[src/rtl/riscv_constants.sv]
// Shared execute-stage encodings: ALU/divider operation select and divider FSM states.
package riscv_constants;

    typedef enum logic [4:0] {
        ALU_ADD  = 5'd0,
        ALU_SUB  = 5'd1,
        ALU_SLL  = 5'd2,
        ALU_SLT  = 5'd3,
        ALU_SLTU = 5'd4,
        ALU_XOR  = 5'd5,
        ALU_SRL  = 5'd6,
        ALU_SRA  = 5'd7,
        ALU_OR   = 5'd8,
        ALU_AND  = 5'd9,
        ALU_DIV  = 5'd10,
        ALU_DIVU = 5'd11,
        ALU_REM  = 5'd12,
        ALU_REMU = 5'd13
    } exec_fun_e;

    typedef enum logic [1:0] {
        IDLE = 2'd0,
        CALC = 2'd1,
        DONE = 2'd2
    } div_state_e;

    function automatic logic is_div_op(input exec_fun_e f);
        return f inside {ALU_DIV, ALU_DIVU, ALU_REM, ALU_REMU};
    endfunction

endpackage

[src/rtl/riscv_div_unit.sv]
// Iterative restoring divider for DIV/DIVU/REM/REMU: one quotient bit per cycle,
// with divide-by-zero and signed-overflow results produced without iterating.
module riscv_div_unit
    import riscv_constants::*;
#(
    parameter int WORD_LENGTH = 32
) (
    input  logic                   clk,
    input  logic                   rst,
    input  exec_fun_e              exec_fun,
    input  logic                   start,
    input  logic                   kill,
    input  logic [WORD_LENGTH-1:0] data1,
    input  logic [WORD_LENGTH-1:0] data2,
    output logic                   busy,
    output logic                   result_valid,
    output logic [WORD_LENGTH-1:0] result,
    output logic [1:0]             dbg_state
);

    localparam int CW = $clog2(WORD_LENGTH);
    localparam logic [CW-1:0] LAST_CNT = CW'(WORD_LENGTH - 1);
    localparam logic [WORD_LENGTH-1:0] MIN_INT  = {1'b1, {(WORD_LENGTH-1){1'b0}}};
    localparam logic [WORD_LENGTH-1:0] ALL_ONES = '1;

    div_state_e             state_q, state_d;
    logic                   rem_op_q, rem_op_d;
    logic                   signed_q, signed_d;
    logic                   quo_neg_q, quo_neg_d;
    logic                   rem_neg_q, rem_neg_d;
    logic [WORD_LENGTH-1:0] dvd_q, dvd_d;
    logic [WORD_LENGTH-1:0] dsr_q, dsr_d;
    logic [WORD_LENGTH-1:0] rem_q, rem_d;
    logic [CW-1:0]          count_q, count_d;
    logic [WORD_LENGTH-1:0] result_q, result_d;

    logic                   op_signed;
    logic                   sub_ok;
    logic [WORD_LENGTH:0]   rem_sh;
    logic [WORD_LENGTH:0]   rem_diff;
    logic [WORD_LENGTH-1:0] rem_next, quo_next, rem_fix, quo_fix;

    always_comb begin
        state_d   = state_q;
        rem_op_d  = rem_op_q;
        signed_d  = signed_q;
        quo_neg_d = quo_neg_q;
        rem_neg_d = rem_neg_q;
        dvd_d     = dvd_q;
        dsr_d     = dsr_q;
        rem_d     = rem_q;
        count_d   = count_q;
        result_d  = result_q;
        op_signed = 1'b0;

        // The dividend register doubles as the quotient: each step shifts a
        // dividend bit out of the top and a quotient bit in at the bottom.
        rem_sh   = {rem_q, dvd_q[WORD_LENGTH-1]};
        sub_ok   = rem_sh >= {1'b0, dsr_q};
        rem_diff = rem_sh - {1'b0, dsr_q};
        rem_next = sub_ok ? rem_diff[WORD_LENGTH-1:0] : rem_sh[WORD_LENGTH-1:0];
        quo_next = {dvd_q[WORD_LENGTH-2:0], sub_ok};
        quo_fix  = (signed_q && quo_neg_q) ? -quo_next : quo_next;
        rem_fix  = (signed_q && rem_neg_q) ? -rem_next : rem_next;

        case (state_q)
            IDLE: begin
                if (start && !kill && is_div_op(exec_fun)) begin
                    op_signed = exec_fun inside {ALU_DIV, ALU_REM};
                    rem_op_d  = exec_fun inside {ALU_REM, ALU_REMU};
                    signed_d  = op_signed;
                    quo_neg_d = data1[WORD_LENGTH-1] ^ data2[WORD_LENGTH-1];
                    rem_neg_d = data1[WORD_LENGTH-1];
                    if (data2 == '0) begin
                        result_d = rem_op_d ? data1 : ALL_ONES;
                        state_d  = DONE;
                    end else if (op_signed && data1 == MIN_INT && data2 == ALL_ONES) begin
                        result_d = rem_op_d ? '0 : MIN_INT;
                        state_d  = DONE;
                    end else begin
                        dvd_d   = (op_signed && data1[WORD_LENGTH-1]) ? -data1 : data1;
                        dsr_d   = (op_signed && data2[WORD_LENGTH-1]) ? -data2 : data2;
                        rem_d   = '0;
                        count_d = LAST_CNT;
                        state_d = CALC;
                    end
                end
            end
            CALC: begin
                if (kill) begin
                    state_d = IDLE;
                end else begin
                    rem_d   = rem_next;
                    dvd_d   = quo_next;
                    count_d = count_q - 1'b1;
                    if (count_q == '0) begin
                        result_d = rem_op_q ? rem_fix : quo_fix;
                        state_d  = DONE;
                    end
                end
            end
            DONE:    state_d = IDLE;
            default: state_d = IDLE;
        endcase
    end

    always_ff @(posedge clk) begin
        if (rst) begin
            state_q   <= IDLE;
            rem_op_q  <= 1'b0;
            signed_q  <= 1'b0;
            quo_neg_q <= 1'b0;
            rem_neg_q <= 1'b0;
            dvd_q     <= '0;
            dsr_q     <= '0;
            rem_q     <= '0;
            count_q   <= '0;
            result_q  <= '0;
        end else begin
            state_q   <= state_d;
            rem_op_q  <= rem_op_d;
            signed_q  <= signed_d;
            quo_neg_q <= quo_neg_d;
            rem_neg_q <= rem_neg_d;
            dvd_q     <= dvd_d;
            dsr_q     <= dsr_d;
            rem_q     <= rem_d;
            count_q   <= count_d;
            result_q  <= result_d;
        end
    end

    assign busy         = (state_q != IDLE);
    assign result_valid = (state_q == DONE) && !kill;
    assign result       = result_q;
    assign dbg_state    = state_q;

endmodule

[config.mk]
export PLATFORM = sky130hd
export DESIGN_NAME = riscv_div_unit
export DESIGN_NICKNAME = d
export VERILOG_FILES = /design/src/rtl/riscv_constants.sv /design/src/rtl/riscv_div_unit.sv
export SDC_FILE = /design/constraint.sdc
export NUM_CORES = 1
export LEC_CHECK = 0
export ABC_AREA = 1
export CAP_MARGIN = 20
export CORE_ASPECT_RATIO = 1.2
export CORE_MARGIN = 2
export CORE_UTILIZATION = 35
export DETAILED_ROUTE_END_ITERATION = 6
export GPL_ROUTABILITY_DRIVEN = 0
export PLACE_DENSITY = 0.59
export SLEW_MARGIN = 10
export SYNTH_ARGS = -nofsm -noshare
export SYNTH_HDL_FRONTEND = slang
export SYNTH_SLANG_ARGS = --single-unit
[constraint.sdc]
create_clock -name clk -period 4.8 [get_ports clk]
set_input_delay 0.96 -clock clk [delete_from_list [all_inputs] [get_ports clk]]
set_output_delay 0.96 -clock clk [all_outputs]
set_load 0.01 [all_outputs]
==> results of run 1 <==
per-layer routing:
layer | global-route usage [%] | vias up | part of all wire, %
li1 | - | 7313 | -
met1 | 29.3 | 6356 | 44
met2 | 40.8 | 373 | 48
met5 | 0 | - | 0
met3 | 2.71 | 71 | 4.2
met4 | 9.72 | 0 | 3.6
cell families after synthesis:
group           count (synthesis)  share of synthesized area, %
compound gates                449                          19.2
fa+ha+maj                      40                          4.04
flops                         139                          22.1
buf+inv                       387                          12.1
xor+xnor                       56                          3.90
simple gates                 1150                          38.6
power breakdown:
part / switching, mW / internal, mW / leakage, nW / total, mW
registers: 0.0199 / 1.18 / 1.12 / 1.20
logic: 1.34 / 0.560 / 5.13 / 1.90
clock network: 0.576 / 0.704 / 0.263 / 1.28
cells in the final DEF (no fill, tap or decap), types with 4 or more instances in the layout:
cell type	netlist	layout
nor3_1	37	37
xnor2_1	16	16
nand4_1	25	25
clkinv_1	5	5
o21ai_0	148	148
ha_1	39	39
xor2_1	40	40
o211ai_1	10	10
nand3_1	154	153
inv_2	10	10
a21oi_1	226	226
a22oi_1	4	4
buf_4	4	22
dfxtp_1	139	139
or2_2	5	5
inv_1	288	288
o22ai_1	9	9
a31oi_1	15	15
nor2_1	214	210
nand3b_1	9	9
nor4_1	4	4
a211oi_1	8	8
clkinvlp_4	0	5
o21ai_1	5	5
nand2_4	4	4
nor2_2	12	15
a21oi_2	6	6
clkdlybuf4s50_1	0	107
clkbuf_16	0	17
nand2_2	21	22
nand2_1	654	653
area by class of cell:
| cell class | count | area, um2 | share of cell area [%] |
|---|---|---|---|
| multi-input combinational | 1695 | 8280 | 56.7 |
| sequential | 139 | 2780 | 19.1 |
| timing repair buffer | 131 | 1260 | 8.63 |
| inverter | 303 | 1140 | 7.79 |
| tap | 468 | 586 | 4.01 |
| clock buffer | 20 | 467 | 3.20 |
| clock inverter | 12 | 90.1 | 0.617 |
tightest hold or removal path, cell delays in order (launching register included):
cell     delay (ps)
dfxtp_1         310
nand2_1          60
a21oi_1          50
sequential cells by signal, indices dropped and copies added (netlist names):
register,cells
dsr_q,32
signed_q,1
rem_op_q,1
rem_neg_q,1
quo_neg_q,1
count_q,5
rem_q,32
dvd_q,32
result,32
dbg_state,2
worst max-delay path by stage:
stage | from | endpoint | slack (ps) | cells after the start
3_5_place_dp | data1[0] | result[28] | 370 | 17
6_report | dsr_q[8] | result[28] | 640 | 32
2_1_floorplan | dsr_q[8] | result[28] | 1070 | 34
3_3_place_gp | data1[0] | result[27] | 350 | 17
5_1_grt | dsr_q[11] | result[28] | 220 | 32
4_1_cts | dvd_q[31] | result[28] | 630 | 30
==> results.json, run 1 <==
{
  "synth_most_common_cell": "nand2_1",
  "dpl_cell_area_um2": 14000,
  "hp-start": "result[1]",
  "htree_levels": 4,
  "drc": 0,
  "async_reset_ff_share_pct": 0,
  "synth_area_leader_cell": "dfxtp_1",
  "cpMostUsedCell": "nand2_1",
  "dr_total_vias": 14100,
  "worst_pin_slew_ps": 808,
  "reg2reg_from": "dsr_q[8]",
  "synth_top_area_share_pct": 22.1,
  "fillCellCount": 3879,
  "clk_latency_ps": 460,
  "cts_tree": "built",
  "power_mw": 4.38,
  "timing.hold.ws_ps": 463,
  "place_hpwl_um": 34300,
  "final_antenna_net_count": 0,
  "antennaDiodeCount": 0,
  "syn_area_um2": 12600,
  "min_to": "result[1]",
  "cts.sinks": 139,
  "syn_avg_cell_area_um2": 5.66,
  "die_x_um": 177,
  "rows": 76,
  "syn_nets": 2334,
  "path_buf_inv": 6,
  "drv_cap": 0,
  "r2r_cells": 32,
  "skew_ps": 16.0,
  "synth_flop_cell": "dfxtp_1",
  "clockRootBuffer": "clkbuf_16",
  "synth_edf_count": 0,
  "fmax_ghz": 0.241,
  "finalNonFillerCells": 2768,
  "power_density_nw_per_um2": 300,
  "cp_top_family": "simple AND/OR/NAND/NOR gates",
  "path_clk_slew_ps": 60,
  "routedWlPerCell_um": 15.7,
  "core-area_um2": 35700,
  "first_pass_iters": 6,
  "worst_setup_path_end_kind": "flop",
  "ys_seq_area_share_pct": 22.1,
  "rsz0062_at_grt": "false",
  "synthTopCellsByArea": "dfxtp_1 22%, nand2_1 20%, a21oi_1 9.0%",
  "final_area_um2": 14600,
  "finalCritPeriodShare_pct": 86.6,
  "whs_path_depth": 2,
  "ctsLongestPathBuffers": 2,
  "antenna_found_initial": 0,
  "grtUsageTotal_pct": 23.5,
  "crit_fanout": 5,
  "final_util_pct": 41.0,
  "fin_crit_ps": 4160,
  "synth.distinct_cells": 53,
  "ys_warn_count": 0,
  "grt_pass1_vias": 13100,
  "hold_violations": 0,
  "worst_ir_drop_vdd_mv": 0.269,
  "timing.rr.end": "result[28]",
  "drt-total-wl_um": 43500,
  "tns_ps": 0,
  "vias_per_cell": 5.10,
  "slew_viol_final": 0,
  "status": "finished, final reports clean",
  "synthCells": 2221,
  "path_class": "reg -> reg",
  "numCtsBuffers": 17,
  "ff2ff_setup_slack_ps": 640,
  "synth_common_cells": "654 x nand2_1, 288 x inv_1, 226 x a21oi_1, 214 x nor2_1, 154 x nand3_1",
  "start_kind": "flop",
  "layout.nets": 2400,
  "cp.arrival_ps": 4540,
  "ios": 109,
  "dieArea_um2": 37400,
  "setup_violations": 0,
  "slew_headroom_pct": 46.1,
  "area_growth_pct": 16.3,
  "grt_start_max_net_pins": 74,
  "ctsResizeCount": 0,
  "portBuffers": 108,
  "hp-class": "reg -> reg",
  "grt_pass1_wl_um": 69000,
  "required_ps": 5180,
  "die_h_um": 212,
  "p_leak_nw": 6.52,
  "start_util_pct": 35.2,
  "finalWorstSetupSlack_ps": 642,
  "cts_setup_buffers": 0,
  "final_layout_size_suffix_gt1_share_pct": 5.57,
  "slowest_delay_ps": 380,
  "synth_seq_cells": 139,
  "dp_cells": 2736,
  "crit_slowest_cell": "ha_1",
  "ctsHoldBuffers": 0,
  "gr-total-overflow": 0,
  "pre_cts_slack_ps": 369,
  "drt_iter0_drc": 1150
}
(Power assumes the default switching activity.)
==> inputs of run 2 (changes only) <==
CELL_PAD_IN_SITES_DETAIL_PLACEMENT = 0   (was default)
CELL_PAD_IN_SITES_GLOBAL_PLACEMENT = 2   (was default)
CORE_UTILIZATION = 31   (was 35)
PLACE_DENSITY = 0.88   (was 0.59)
==> results.json, run 2 (same netlist as run 1, synthesis figures left out) <==
{
  "worst_setup_path_end_kind": "flop",
  "hp-class": "reg -> reg",
  "routedWlPerCell_um": 16.7,
  "worst_ir_drop_vdd_mv": 0.169,
  "tns_ps": 0,
  "path_clk_slew_ps": 60,
  "status": "finished, final reports clean",
  "gr-total-overflow": 0,
  "die_h_um": 225,
  "dieArea_um2": 42200,
  "reg2reg_from": "rem_q[11]",
  "setup_violations": 0,
  "rsz0062_at_grt": "false",
  "rows": 80,
  "antennaDiodeCount": 0,
  "hold_violations": 0,
  "slew_viol_final": 0,
  "final_antenna_net_count": 0,
  "portBuffers": 108,
  "final_common_cell": "nand2_1",
  "antenna_found_initial": 0,
  "drc": 0,
  "cp.arrival_ps": 4620,
  "clockRootBuffer": "clkbuf_16",
  "first_pass_iters": 5,
  "drt_iter0_drc": 1048,
  "worst_pin_slew_ps": 863,
  "vias_per_cell": 4.99,
  "core-area_um2": 39800,
  "skew_ps": 13.0,
  "slowest_delay_ps": 430,
  "area_growth_pct": 17.6,
  "start_kind": "flop",
  "cts_tree": "built",
  "timing.rr.end": "result[28]",
  "start_util_pct": 31.5,
  "ctsLongestPathBuffers": 2,
  "cts.sinks": 139,
  "grtUsageTotal_pct": 22.6,
  "numCtsBuffers": 17,
  "final_layout_size_suffix_gt1_share_pct": 5.60,
  "grt_pass1_vias": 13600,
  "cpMostUsedCell": "nand2_1",
  "cts_setup_buffers": 0,
  "ctsHoldBuffers": 0,
  "drt-total-wl_um": 47400,
  "final_cell_mix": "653 x nand2_1, 288 x inv_1, 226 x a21oi_1",
  "ff2ff_setup_slack_ps": 550,
  "crit_slowest_cell": "dfxtp_1",
  "die_x_um": 188,
  "finalCritPeriodShare_pct": 88.5,
  "ios": 109,
  "endpoint": "result[28]",
  "fmax_ghz": 0.236,
  "clk_latency_ps": 450,
  "layout.nets": 2402,
  "path_class": "reg -> reg",
  "grt_start_max_net_pins": 67,
  "place_hpwl_um": 37700,
  "required_ps": 5170,
  "final_area_um2": 14800,
  "slew_headroom_pct": 42.4,
  "fin_crit_ps": 4250,
  "htree_levels": 4,
  "ctsResizeCount": 0,
  "crit_path_start": "rem_q[11]",
  "r2r_cells": 31,
  "dpl_cell_area_um2": 14200,
  "crit_fanout": 5,
  "drv_cap": 0,
  "grt_pass1_wl_um": 74700,
  "power_density_nw_per_um2": 306,
  "dr_total_vias": 14200,
  "p_leak_nw": 6.56
}
[run 2: area by class of cell]
class	count	area, um2
repair buffers	133	1310
inverters	303	1140
fillers	4529	25100
clock inverters	12	139
multi-input cells	1695	8280
clock buffers	20	457
well taps	533	667
flip-flops and latches	139	2780
[run 2: routing by layer]
metal  global-route usage, %  wire, um  vias to the layer above
li1                        -         -                     7312
met1                    27.4     21000                     6475
met2                    41.1     23400                      299
met3                    1.98      1370                       74
met4                    9.09      1590                        0
met5                       0         0                        -
[run 2: through the flow]
| step | utilization, % | setup WS (ps) | cells | power (mW) | hold slack (ps) |
|---|---|---|---|---|---|
| after floorplan | - | 1070 | 2221 | 2.60 | 432 |
| after global placement | 35.5 | 459 | 2802 | 3.15 | 450 |
| after detailed placement | 35.6 | 422 | 2803 | 3.16 | 461 |
| after CTS | 37.1 | 588 | 2835 | 4.54 | 472 |
| after global routing | 37.1 | 68.5 | 2835 | 4.84 | 493 |
| final | 37.1 | 554 | 2835 | 4.52 | 465 |
[run 2: how the worst min path moves through the flow]
stage                     cells past startpoint  slack, ps  startpoint         end
after global routing                          2        490   result[2]   result[2]
final                                         2        460  result[30]  result[30]
after floorplan                               2        430   dsr_q[23]   dsr_q[23]
after CTS                                     2        470   dsr_q[23]   dsr_q[23]
after global placement                        2        450   dsr_q[23]   dsr_q[23]
after detailed placement                      2        460   result[6]   result[6]
[run 2: worst max-delay path, delay by kind of cell (launching register included)]
kind | cells | cell delay, ps
AOI/OAI and AO/OA | 3 | 320
and+or+nand+nor | 21 | 2590
DFF | 1 | 430
buffers and inverters | 5 | 340
adders and majority gates | 2 | 500
[run 2: power by group]
part / internal [mW] / total (mW) / switching [mW]
Combinational: 0.562 / 1.94 / 1.38
Clock: 0.797 / 1.37 / 0.575
Sequential: 1.18 / 1.20 / 0.0203
Total: 2.54 / 4.52 / 1.98
